==> src/rtl/sliding_window_buffer_pkg.sv <==
// Shared sizing and indexing helpers for the sliding-window buffer and its bench.
package sliding_window_buffer_pkg;

  function automatic int fill_w(input int depth);
    return $clog2(depth + 1);
  endfunction

  function automatic int hop_w(input int hop);
    return (hop <= 2) ? 1 : $clog2(hop);
  endfunction

  // Flat tap index of tap i of channel c; multiply by the word width for a bit offset.
  function automatic int tap_idx(input int c, input int i, input int depth);
    return c * depth + i;
  endfunction

endpackage

==> src/rtl/sliding_window_buffer_lane.sv <==
// One channel of the window: a DEPTH-deep tap chain that shifts on accept.
module window_lane #(
  parameter int WORD_WIDTH = 4,
  parameter int DEPTH      = 21
) (
  input  logic                          clk,
  input  logic                          rst_n,
  input  logic                          clear,
  input  logic                          shift,
  input  logic [WORD_WIDTH-1:0]         din,
  output logic [DEPTH*WORD_WIDTH-1:0]   taps
);

  logic [WORD_WIDTH-1:0] tap_q [DEPTH];

  always_ff @(posedge clk or negedge rst_n) begin
    if (!rst_n) begin
      for (int i = 0; i < DEPTH; i++) tap_q[i] <= '0;
    end else if (clear) begin
      for (int i = 0; i < DEPTH; i++) tap_q[i] <= '0;
    end else if (shift) begin
      tap_q[0] <= din;
      for (int i = 1; i < DEPTH; i++) tap_q[i] <= tap_q[i-1];
    end
  end

  for (genvar i = 0; i < DEPTH; i++) begin : g_tap
    assign taps[i*WORD_WIDTH +: WORD_WIDTH] = tap_q[i];
  end

endmodule

==> src/rtl/sliding_window_buffer.sv <==
// Multi-channel sliding-window buffer: first window after DEPTH accepts, then one every HOP accepts.
module sliding_window_buffer
  import sliding_window_buffer_pkg::*;
#(
  parameter int WORD_WIDTH = 4,
  parameter int DEPTH      = 21,
  parameter int CHANNELS   = 1,
  parameter int HOP        = 1,
  localparam int FILL_W    = fill_w(DEPTH),
  localparam int HOP_W     = hop_w(HOP)
) (
  input  logic                                   clk,
  input  logic                                   rst_n,
  input  logic                                   clear,
  input  logic                                   in_valid,
  output logic                                   in_ready,
  input  logic [CHANNELS*WORD_WIDTH-1:0]         din,
  output logic                                   win_valid,
  input  logic                                   win_ready,
  output logic [CHANNELS*DEPTH*WORD_WIDTH-1:0]   win_data,
  output logic [CHANNELS*WORD_WIDTH-1:0]         dout,
  output logic [FILL_W-1:0]                      fill
);

  logic [FILL_W-1:0] fill_q;
  logic [HOP_W-1:0]  hop_cnt;
  logic              win_valid_q;
  logic              accept;
  logic              full;
  logic              fire;

  // Handshakes: a transfer happens on a cycle where valid and ready are both high.
  // A presented window is only replaced once it is taken, so input stalls while
  // win_valid is high and win_ready is low; clear also blocks input for its cycle.
  assign in_ready = !clear && (!win_valid_q || win_ready);
  assign accept   = in_valid && in_ready;
  assign full     = (fill_q == FILL_W'(DEPTH));
  assign fire     = accept && ((fill_q == FILL_W'(DEPTH - 1)) ||
                               (full && (hop_cnt == HOP_W'(HOP - 1))));

  always_ff @(posedge clk or negedge rst_n) begin
    if (!rst_n) begin
      fill_q      <= '0;
      hop_cnt     <= '0;
      win_valid_q <= 1'b0;
    end else if (clear) begin
      fill_q      <= '0;
      hop_cnt     <= '0;
      win_valid_q <= 1'b0;
    end else begin
      if (accept && !full) fill_q <= fill_q + FILL_W'(1);

      if (fire)                hop_cnt <= '0;
      else if (accept && full) hop_cnt <= hop_cnt + HOP_W'(1);

      // A fire coinciding with the handshake keeps the flag set for the next window.
      if (fire)           win_valid_q <= 1'b1;
      else if (win_ready) win_valid_q <= 1'b0;
    end
  end

  for (genvar c = 0; c < CHANNELS; c++) begin : g_lane
    window_lane #(
      .WORD_WIDTH (WORD_WIDTH),
      .DEPTH      (DEPTH)
    ) u_lane (
      .clk   (clk),
      .rst_n (rst_n),
      .clear (clear),
      .shift (accept),
      .din   (din[c*WORD_WIDTH +: WORD_WIDTH]),
      .taps  (win_data[c*DEPTH*WORD_WIDTH +: DEPTH*WORD_WIDTH])
    );

    assign dout[c*WORD_WIDTH +: WORD_WIDTH] =
      win_data[tap_idx(c, DEPTH - 1, DEPTH)*WORD_WIDTH +: WORD_WIDTH];
  end

  assign win_valid = win_valid_q;
  assign fill      = fill_q;

endmodule

==> config.mk <==
export PLATFORM = sky130hd
export DESIGN_NAME = sliding_window_buffer
export DESIGN_NICKNAME = d
export VERILOG_FILES = /design/src/rtl/sliding_window_buffer_pkg.sv /design/src/rtl/sliding_window_buffer_lane.sv /design/src/rtl/sliding_window_buffer.sv
export SDC_FILE = /design/constraint.sdc
export NUM_CORES = 1
export LEC_CHECK = 0
export ABC_CLOCK_PERIOD_IN_PS = 2700
export CAP_MARGIN = 20
export CORE_MARGIN = 2
export CORE_UTILIZATION = 52
export CTS_CLUSTER_SIZE = 24
export DETAILED_ROUTE_END_ITERATION = 8
export GPL_TIMING_DRIVEN = 0
export PLACE_DENSITY = 0.85
export SLEW_MARGIN = 20
export SYNTH_ARGS = -nofsm -noshare
export SYNTH_HDL_FRONTEND = slang
export SYNTH_SLANG_ARGS = --single-unit
==> constraint.sdc <==
create_clock -name clk -period 2.7 [get_ports clk]
set_clock_uncertainty 0.15 [all_clocks]
set_input_delay 0.54 -clock clk [delete_from_list [all_inputs] [get_ports clk]]
set_output_delay 0.54 -clock clk [all_outputs]
set_load 0.02 [all_outputs]
# Word level (Yosys, flattened, before mapping)

Index checks and enable logic that the tools add are counted.

Bits in registers: 91
Output and inout port bits: 95

Add/sub/neg operators: 2
Eq/ne operators: 2
Mux-type cells: 10
Bitwise gates (word level): 1
Reduce and logical (&&, ||, !) cells: 15

Operators by type and width:

| kind                                                          | count |
|---|---|
| 84-bit two-way mux                                            | 2 |
| 5-bit equality test, second input constant                    | 2 |
| 5-bit two-way mux                                             | 2 |
| 1-bit logical AND                                             | 6 |
| 1-bit two-way mux                                             | 6 |
| 3-bit nonzero test                                            | 2 |
| 5-bit by 1-bit adder with 5-bit output, second input constant | 1 |
| 2-bit nonzero test                                            | 2 |
| 1-bit zero test                                               | 3 |
| 1-bit logical OR                                              | 2 |
| 1-bit adder, second input constant                            | 1 |
| 1-bit inverter                                                | 1 |

# Longest topological paths before layout

Gate-level depths: netlist (run 1).

Depth in word-level cells: 8
Gate-level depth with buffers: 7

# Modules after synthesis

From an unflattened synthesis (run 1), not the netlist that was laid out.

Cells, all modules: 317
Area, all modules: 3916.3 um^2

Modules (own cells, without submodules):

| module                | instances | cells an instance | area each (um^2) |
|---|---|---|---|
| window_lane           | 1         | 271               | 3462.1 |
| sliding_window_buffer | 1         | 46                | 454.2 |

# Least setup slack after synthesis (run 1)

OpenSTA, ideal clock, no wires.

Path kind: flip-flop to flip-flop
From: reg fill_q[1] (netlist: fill[1])
To: reg fill_q[3] (netlist: fill[3])
Arrival: 1.458 ns
Data required time: 2.425 ns
Path slack: 0.967 ns
Cell stages (with the launch flop): 7
Buffers on the path: 0
Path through: dfrtp_1 -> inv_1 -> ha_1 -> nand4b_1 -> and3_1 -> nand3_2 -> mux2_4

Longest elaborated chain between the ends: 4
Elaborated cells on any way between the ends: 7
Classes of those cells: add/sub: 1; eq/ne: 1; mux: 2; reduce/logical: 3

Ends and longest elaborated chain:

| what                                                                           | RTL line                    | text |
|---|---|---|
| from (decl)                                                                    | sliding_window_buffer.sv:25 | `logic [FILL_W-1:0] fill_q;` |
| from (signal assigned)                                                         | sliding_window_buffer.sv:51 | `if (accept && !full) fill_q <= fill_q + FILL_W'(1);` |
| branches (longest 4 deep; another with 5-bit by 1-bit adder with 5-bit output) | n/a                         |  |

Several ways; the timed one is not identified. The select of a mux whose other input is x is not followed.
A chain may end at the register's enable or synchronous reset.

# Final worst setup path (run 1)

From: in clear
To: out in_ready

Longest elaborated chain between the ends: 2

Ends and longest elaborated chain:

| what              | RTL line                    | text |
|---|---|---|
| from (decl)       | sliding_window_buffer.sv:14 | `input logic clear,` |
| 1-bit zero test   | sliding_window_buffer.sv:35 | `assign in_ready = !clear && (!win_valid_q \|\| win_ready);` |
| 1-bit logical AND | sliding_window_buffer.sv:35 |  |
| to (decl)         | sliding_window_buffer.sv:16 | `output logic in_ready,` |

No other way between the ends.

==> results of run 1 <==
[layout by cell type (no fill, tap or decap)]
master / netlist / layout
a21oi_1: 2 / 2
and2_1: 2 / 2
and3_1: 1 / 1
buf_16: 0 / 1
buf_2: 11 / 11
buf_4: 4 / 5
buf_6: 6 / 6
bufinv_16: 0 / 2
clkbuf_1: 11 / 11
clkbuf_4: 0 / 1
clkbuf_8: 0 / 10
clkdlybuf4s50_1: 0 / 101
clkinv_2: 0 / 1
clkinv_4: 0 / 1
clkinvlp_4: 0 / 2
dfrtp_1: 91 / 91
dlygate4sd2_1: 0 / 1
dlygate4sd3_1: 0 / 1
ha_1: 3 / 3
inv_1: 3 / 3
mux2_4: 1 / 1
nand2_1: 170 / 170
nand2b_2: 1 / 1
nand3_1: 3 / 3
nand3_2: 1 / 1
nand3b_1: 84 / 84
nand4_1: 2 / 2
nand4b_1: 1 / 1
nor2_1: 4 / 4
nor2b_1: 3 / 3
nor2b_4: 1 / 1
nor3_1: 1 / 1
o2111a_1: 1 / 1
o22ai_1: 1 / 1
xnor2_1: 1 / 1
xor2_1: 2 / 2
[cells by family (layout without fill, tap and decap cells)]
group | count (synthesis) | after routing
compound gates | 4 | 4
xor+xnor | 3 | 3
fa+ha+maj | 3 | 3
buf+inv | 36 | 157
flops | 91 | 91
mux | 1 | 1
simple gates | 274 | 274
[power by group]
group | leakage (nW) | internal (W) | switching, W
Sequential | 1.27 | 0.00137 | 0.0000120
Combinational | 1.33 | 0.0000833 | 0.000124
Clock | 0.108 | 0.000547 | 0.000471
[state kept, by name (all words and copies together), names as in the netlist]
register and flops:
fill 5, win_valid 1, hop_cnt 1, g_lane.u_lane.taps 84
[through the flow]
stage	area [um2]	hold slack [ns]	power, W	std cells	util, %
2_1_floorplan	3990	0.0944	0.00152	412	-
3_3_place_gp	5140	0.324	0.00161	614	70.2
3_5_place_dp	5170	0.333	0.00162	615	70.5
4_1_cts	5410	0.354	0.00263	632	73.7
5_1_grt	5410	0.379	0.00270	632	73.7
6_report	5410	0.353	0.00261	632	73.7
[worst min-delay path by stage]
stage | from | end | slack, ns | depth (start not counted)
finish | g_lane[0].u_lane.taps[76] | g_lane[0].u_lane.taps[80] | 0.35 | 2
global route | g_lane[0].u_lane.taps[2] | g_lane[0].u_lane.taps[6] | 0.38 | 2
CTS | g_lane[0].u_lane.taps[76] | g_lane[0].u_lane.taps[80] | 0.35 | 2
detailed placement | g_lane[0].u_lane.taps[7] | g_lane[0].u_lane.taps[11] | 0.33 | 2
global placement | g_lane[0].u_lane.taps[76] | g_lane[0].u_lane.taps[80] | 0.32 | 2
floorplan | rst_n | fill[0] | 0.09 | 0
[synthesized netlist by cell type (all sizes together) (2+ instances only)]
cell	instances	share of area, %
nand3b	84	16
xor2	2	0.44
nor2b	4	0.82
ha	3	0.94
nand2	170	16
buf	21	3.8
clkbuf	12	1.2
inv	3	0.28
nand4	2	0.31
a21oi	2	0.25
nand3	4	0.63
dfrtp	91	57
nor2	4	0.38
and2	2	0.31
[repair_timing]
| item | CTS | global route |
|---|---|---|
| endpoints found under the setup margin | 1 | 0 |
| resized for setup | 2 | 0 |
| hold buffers | 1 | 0 |
| endpoints found under the hold margin | 1 | 0 |
[critical path, cell delays in order]
cell and delay, ns:
clkdlybuf4s50_1 0.51, clkbuf_4 0.26, nor2b_1 0.14, dlygate4sd2_1 0.35
[final cells by class]
| cell class | instances | share of cell area (%) |
|---|---|---|
| inverter | 3 | 0.208 |
| clock inverter | 6 | 1.64 |
| multi-input combinational | 285 | 27.8 |
| clock buffer | 10 | 2.55 |
| tap | 99 | 2.29 |
| buffer | 33 | 3.73 |
| sequential | 91 | 42.1 |
| timing repair buffer | 105 | 19.7 |
[metal layers]
metal	track usage, %	wire length [um]
met4	6.94	130
met2	35.5	4340
met3	4.40	556
met1	32.7	4260
met5	0	0
==> key figures, run 1 <==
Critical path
  – Worst endpoint required time: 2.01 ns
  – Worst R2R Path Depth: 6
  – Reg-to-Reg End: fill[3]
  – CP Capture Type: output pin
  – Critical Path Source Type: primary input
  – CP Class: in2out
  – Reg2reg setup slack: 0.92 ns
  – CP endpoint: in_ready
  – Maximum fanout along the worst path: 10
  – Crit path from: clear
  – FF-to-FF Start: fill[1]
  – CP Data Arrival Time: about 1.8 ns

Clocking
  – Setup bufs post-CTS: 0
  – Clk Latency, worst-skew pair: 0.35 ns
  – CTS tree: yes
  – CTS Buffer Depth: 2
  – Root buffer cell: clkbuf_8
  – H-tree depth: 3
  – Reg clk slew, reported paths: 0.08 ns
  – Clk sinks: around 90
  – TritonCTS buffer count: 9

Floorplanning
  – Initial core utilization: 54.4%
  – Die area: 8390 um2
  – Rows: 31
  – Number of I/O pins: around 100
  – Width of the chip: between 90 and 100 um
  – Core Region: 7330 um2
  – Die Y: 91.6 um

Global route
  – Initial antenna violation count: 0
  – First-pass GRT wire length: 15.4 mm
  – Gr ovfl total: 0
  – Pin count of the biggest net entering global routing: 57
  – GRT Overall Usage: between 20 and 25%
  – Vias in the first global route: roughly 3200

Finish
  – Multi-input logic area: 1500 um2
  – Ant. Diodes: 0
  – Sequential cell area: 2280 um2
  – Syn-to-layout area delta: 35.5%
  – Fill cells: approximately 520
  – Layout cell share with drive strength beyond 1: 8.26%
  – Final net count: 540

Yosys
  – Synth Area in XOR/XNOR: 0.659%
  – Synth warnings: 0
  – Complex-gate fraction of the synthesized area: 0.690%
  – Top_reg_cell synth: dfrtp_1
  – Syn nets: about 420
  – Async set or reset register ratio after synthesis: 100%
  – Post-synthesis adder-cell area fraction: less than 1%
  – Sequential element share of the synthesized area: 57.1%
  – Mapped Area: 3990 um2
  – Syn avg cell area: around 9.7 um2
  – Main combinational cell family by area after synthesis: simple AND/OR/NAND/NOR gates
  – Post-Syn Instances: 412
  – Distinct cells, synth: 27
  – EDFF count, synth: 0
  – Mux share of post-synthesis cell area: 0.376%
  – Number of synthesized register bits: 91
  – Synth Area in Simple Gates: 35.0%

Timing
  – Max Clock Freq: 0.401 GHz
  – Slew Viols, Final: 0
  – Period utilization: 92.5%
  – Final setup margin: 0.204 ns
  – Setup TNS: 0 ns
  – Finish-stage setup viols: 0
  – Minimum clock period after layout: 2.50 ns
  – RSZ-0062 raised after global routing: no
  – Worst rel slew slack: 68.4%
  – Worst Tran Pin Value: 0.474 ns
  – Final hold vios: 0

Run status
  – Status: complete, no violations

Place
  – PortBufs: 103
  – Post-DP HPWL: 6.46 mm
  – Final GP Congestion: 0.803
  – Post-Place Worst Slack: -0.101 ns

Power
  – Power Density: 483 nW/um2
  – Static leakage: around 2.7 nW
  – Maximum vdd ir drop: 271 uV

Route
  – Vias per cell: about 5.2
  – Remaining DRCs: 0
  – Vias: 3265
  – First-pass DRT Iterations: 4
  – Total wire length: 9.29 mm
  – Initial DRC Count: 196
  – Routed len/inst: 14.7 um
  – Routed Antenna Nets: 0

Min path
  – Worst Hold Class: reg2reg

Job
  – MaxCap Viol Count: 0
(Power assumes the default switching activity.)
==> run 2, diff against run 1 <==
--- a/config.mk
+++ b/config.mk
@@ -5,14 +5,15 @@
 export SDC_FILE = /design/constraint.sdc
 export NUM_CORES = 1
 export LEC_CHECK = 0
+export ABC_AREA = 1
 export ABC_CLOCK_PERIOD_IN_PS = 2700
 export CAP_MARGIN = 20
 export CORE_MARGIN = 2
-export CORE_UTILIZATION = 52
+export CORE_UTILIZATION = 40
 export CTS_CLUSTER_SIZE = 24
 export DETAILED_ROUTE_END_ITERATION = 8
 export GPL_TIMING_DRIVEN = 0
-export PLACE_DENSITY = 0.85
+export PLACE_DENSITY = 0.69
 export SLEW_MARGIN = 20
 export SYNTH_ARGS = -nofsm -noshare
 export SYNTH_HDL_FRONTEND = slang
==> key figures, run 2 <==
Route
  – First-pass DRT Iterations: 4
  – Remaining DRCs: 0
  – Routed len/inst: 14.7 um
  – Vias per cell: 4.77
  – Routed Antenna Nets: 0
  – Total wire length: 8.41 mm
  – Initial DRC Count: 119
  – Vias: 2724

Yosys
  – Top_reg_cell synth: dfrtp_1
  – Async set or reset register ratio after synthesis: 100%
  – Main combinational cell family by area after synthesis: compound AO/OA/AOI/OAI gates
  – Mux share of post-synthesis cell area: 0%
  – Post-synthesis adder-cell area fraction: ~1.1%
  – Syn avg cell area: just over 10 um2
  – Number of synthesized register bits: 91
  – EDFF count, synth: 0
  – Synth Area in Simple Gates: 6.11%
  – Syn nets: 356
  – Post-Syn Instances: 344
  – Most common cell in the synthesized netlist: inv_1
  – Distinct cells, synth: 22
  – Synth Area in XOR/XNOR: 0.246%
  – Complex-gate fraction of the synthesized area: 14.9%
  – Post-synth top cells: inv_1 (92), dfrtp_1 (91), o22ai_1 (77)
  – Area leader, netlist: dfrtp_1
  – Post-synth top area share: a little under two thirds
  – Sequential element share of the synthesized area: 63.9%
  – Mapped Area: around 3600 um2
  – Ranking of synthesized cells by area: dfrtp_1 (64%), o22ai_1 (14%), inv_1 (9.7%)
  – Synth warnings: 0

Run status
  – Status: complete, no violations

Clocking
  – TritonCTS buffer count: 9
  – Clk sinks: 91
  – CTS tree: yes
  – Hold-fix buffer count after cts: 0
  – Clk Latency, worst-skew pair: 0.35 ns
  – Reg clk slew, reported paths: 0.09 ns
  – Root buffer cell: clkbuf_8
  – CTS Buffer Depth: 2
  – H-tree depth: 3
  – Setup bufs post-CTS: 0

Global route
  – Gr ovfl total: 0
  – Initial antenna violation count: 0
  – First-pass GRT wire length: 13.5 mm
  – Pin count of the biggest net entering global routing: 47
  – Vias in the first global route: 2735
  – GRT Overall Usage: 17.6%

Finish
  – Layout cell share with drive strength beyond 1: 8.64%
  – Max reg flops: 84
  – Final net count: 471
  – Ant. Diodes: 0
  – Layout Cells excl Fill: 571
  – Commonest non-fill, non-tap cell in the layout: clkdlybuf4s50_1
  – Syn-to-layout area delta: 38.9%
  – Fill cells: 814
  – Most frequent cells in the layout: clkdlybuf4s50_1 (101), inv_1 (92), dfrtp_1 (91)
  – Utilization after layout: 57.0%

Floorplanning
  – Initial core utilization: 41.0%
  – Rows: 34
  – Width of the chip: roughly 98 um
  – Number of I/O pins: 104
  – Die Y: 98.4 um
  – Die area: 9670 um2
  – Core Region: 8680 um2

Place
  – PortBufs: 103
  – Final GP Congestion: 0.761
  – DP Cell Count: 556
  – Post-DP HPWL: 5.97 mm

Timing
  – RSZ-0062 raised after global routing: no
  – Slew Viols, Final: 0
  – Max Clock Freq: 0.407 GHz
  – Worst rel slew slack: 59.2%
  – Minimum clock period after layout: 2.46 ns
  – Setup TNS: 0 ns
  – Final hold vios: 0
  – Finish-stage setup viols: 0
  – Worst Tran Pin Value: 0.611 ns
  – Period utilization: 91.1%

Critical path
  – Critical Path Source Type: primary input
  – CP Cell Sequence: clkdlybuf4s50_1, inv_1, a21oi_2, dlygate4sd2_1
  – Buf+Inv Stages, Crit Path: 3
  – CP Data Arrival Time: 1.77 ns
  – Reg2reg setup slack: 1.06 ns
  – Delay-heaviest family, CP: buffers and inverters
  – CP max-delay cell: clkdlybuf4s50_1
  – CP Capture Type: output pin
  – Maximum fanout along the worst path: 5
  – FF-to-FF Start: win_valid
  – Slowest cell delay on critical path: roughly 0.46 ns
  – Worst R2R Path Depth: 5
  – Worst endpoint required time: 2.01 ns
  – Reg-to-Reg End: g_lane[0].u_lane.taps[59]
  – CP Class: in2out

Min path
  – Worst Hold Class: in2async

Job
  – MaxCap Viol Count: 0

Power
  – Static leakage: about 2.1 nW
  – Power Density: 500 nW/um2
  – Maximum vdd ir drop: 311 uV
-- run 2: changes by cell type after synthesis, sizes merged, moves of 2 or more --
cell / before / now
and2: 2 / 0
nand3: 4 / 17
nand2: 170 / 20
nor2b: 4 / 0
inv: 3 / 93
clkbuf: 12 / 1
o21ai: 0 / 9
nand3b: 84 / 0
o22ai: 1 / 77
-- run 2: cells by family (layout without fill, tap and decap cells) --
kind of cell | count (synthesis) | after routing
AO/OA/AOI/OAI | 87 | 87
XOR/XNOR | 1 | 1
flip-flops | 91 | 91
AND/OR/NAND/NOR | 46 | 46
adder cells (fa/ha/maj) | 3 | 3
buffers and inverters | 116 | 235
-- run 2: how the worst max path moves through the flow --
stage	to	slack [ns]	cells past startpoint	startpoint
after floorplan	in_ready	0.97	2	win_ready
after global placement	g_lane[0].u_lane.taps[52]	-2.30	1	rst_n
after detailed placement	in_ready	-0.16	4	win_ready
after CTS	in_ready	0.27	4	win_ready
after global routing	in_ready	0.20	4	win_ready
final	in_ready	0.24	4	win_ready
-- run 2: through the flow --
stage               total power, W  cell area, um2  hold WS, ns  setup slack, ns
floorplan                  0.00150            3560       0.0944            0.966
global placement           0.00159            4730        0.377            -2.30
detailed placement         0.00160            4750        0.388           -0.161
CTS                        0.00250            4940       0.0576            0.270
global route               0.00257            4940       0.0707            0.201
finish                     0.00247            4940       0.0445            0.241
-- run 2: layout make-up --
class,instances,area [um2],area share [%]
Clock buffer,10,128,2.58
Clock inverter,5,62.6,1.27
Sequential cell,91,2280,46.1
Inverter,93,349,7.06
Timing Repair Buffer,104,1050,21.3
Buffer,23,139,2.81
Multi-Input combinational cell,137,800,16.2
Tap cell,108,135,2.73
-- run 2: timing repair --
item	4_1_cts	5_1_grt
setup endpoints to repair	1	0
hold endpoints to repair	0	0
gates resized for setup	2	0
-- run 2: worst reg2reg max path, stage by stage (launching register included) --
cell and delay (ns):
dfrtp_1 0.42, nand2_1 0.12, nand3_2 0.21, nand2_2 0.26
buf_2 0.26, o22ai_1 0.11
-- run 2: power breakdown --
part	leakage, nW	switching [W]	internal (W)
Combinational	0.775	0.000121	0.0000652
Clock	0.0890	0.000475	0.000428
Sequential	1.27	0.00000914	0.00137
-- run 2: metal layers --
metal / global-route usage (%) / up-vias / wire length [um]
li1: - / 1353 / -
met4: 4.11 / 0 / 40
met5: 0 / - / 0
met1: 24.5 / 1298 / 3930
met3: 7.30 / 4 / 605
met2: 26.0 / 69 / 3840
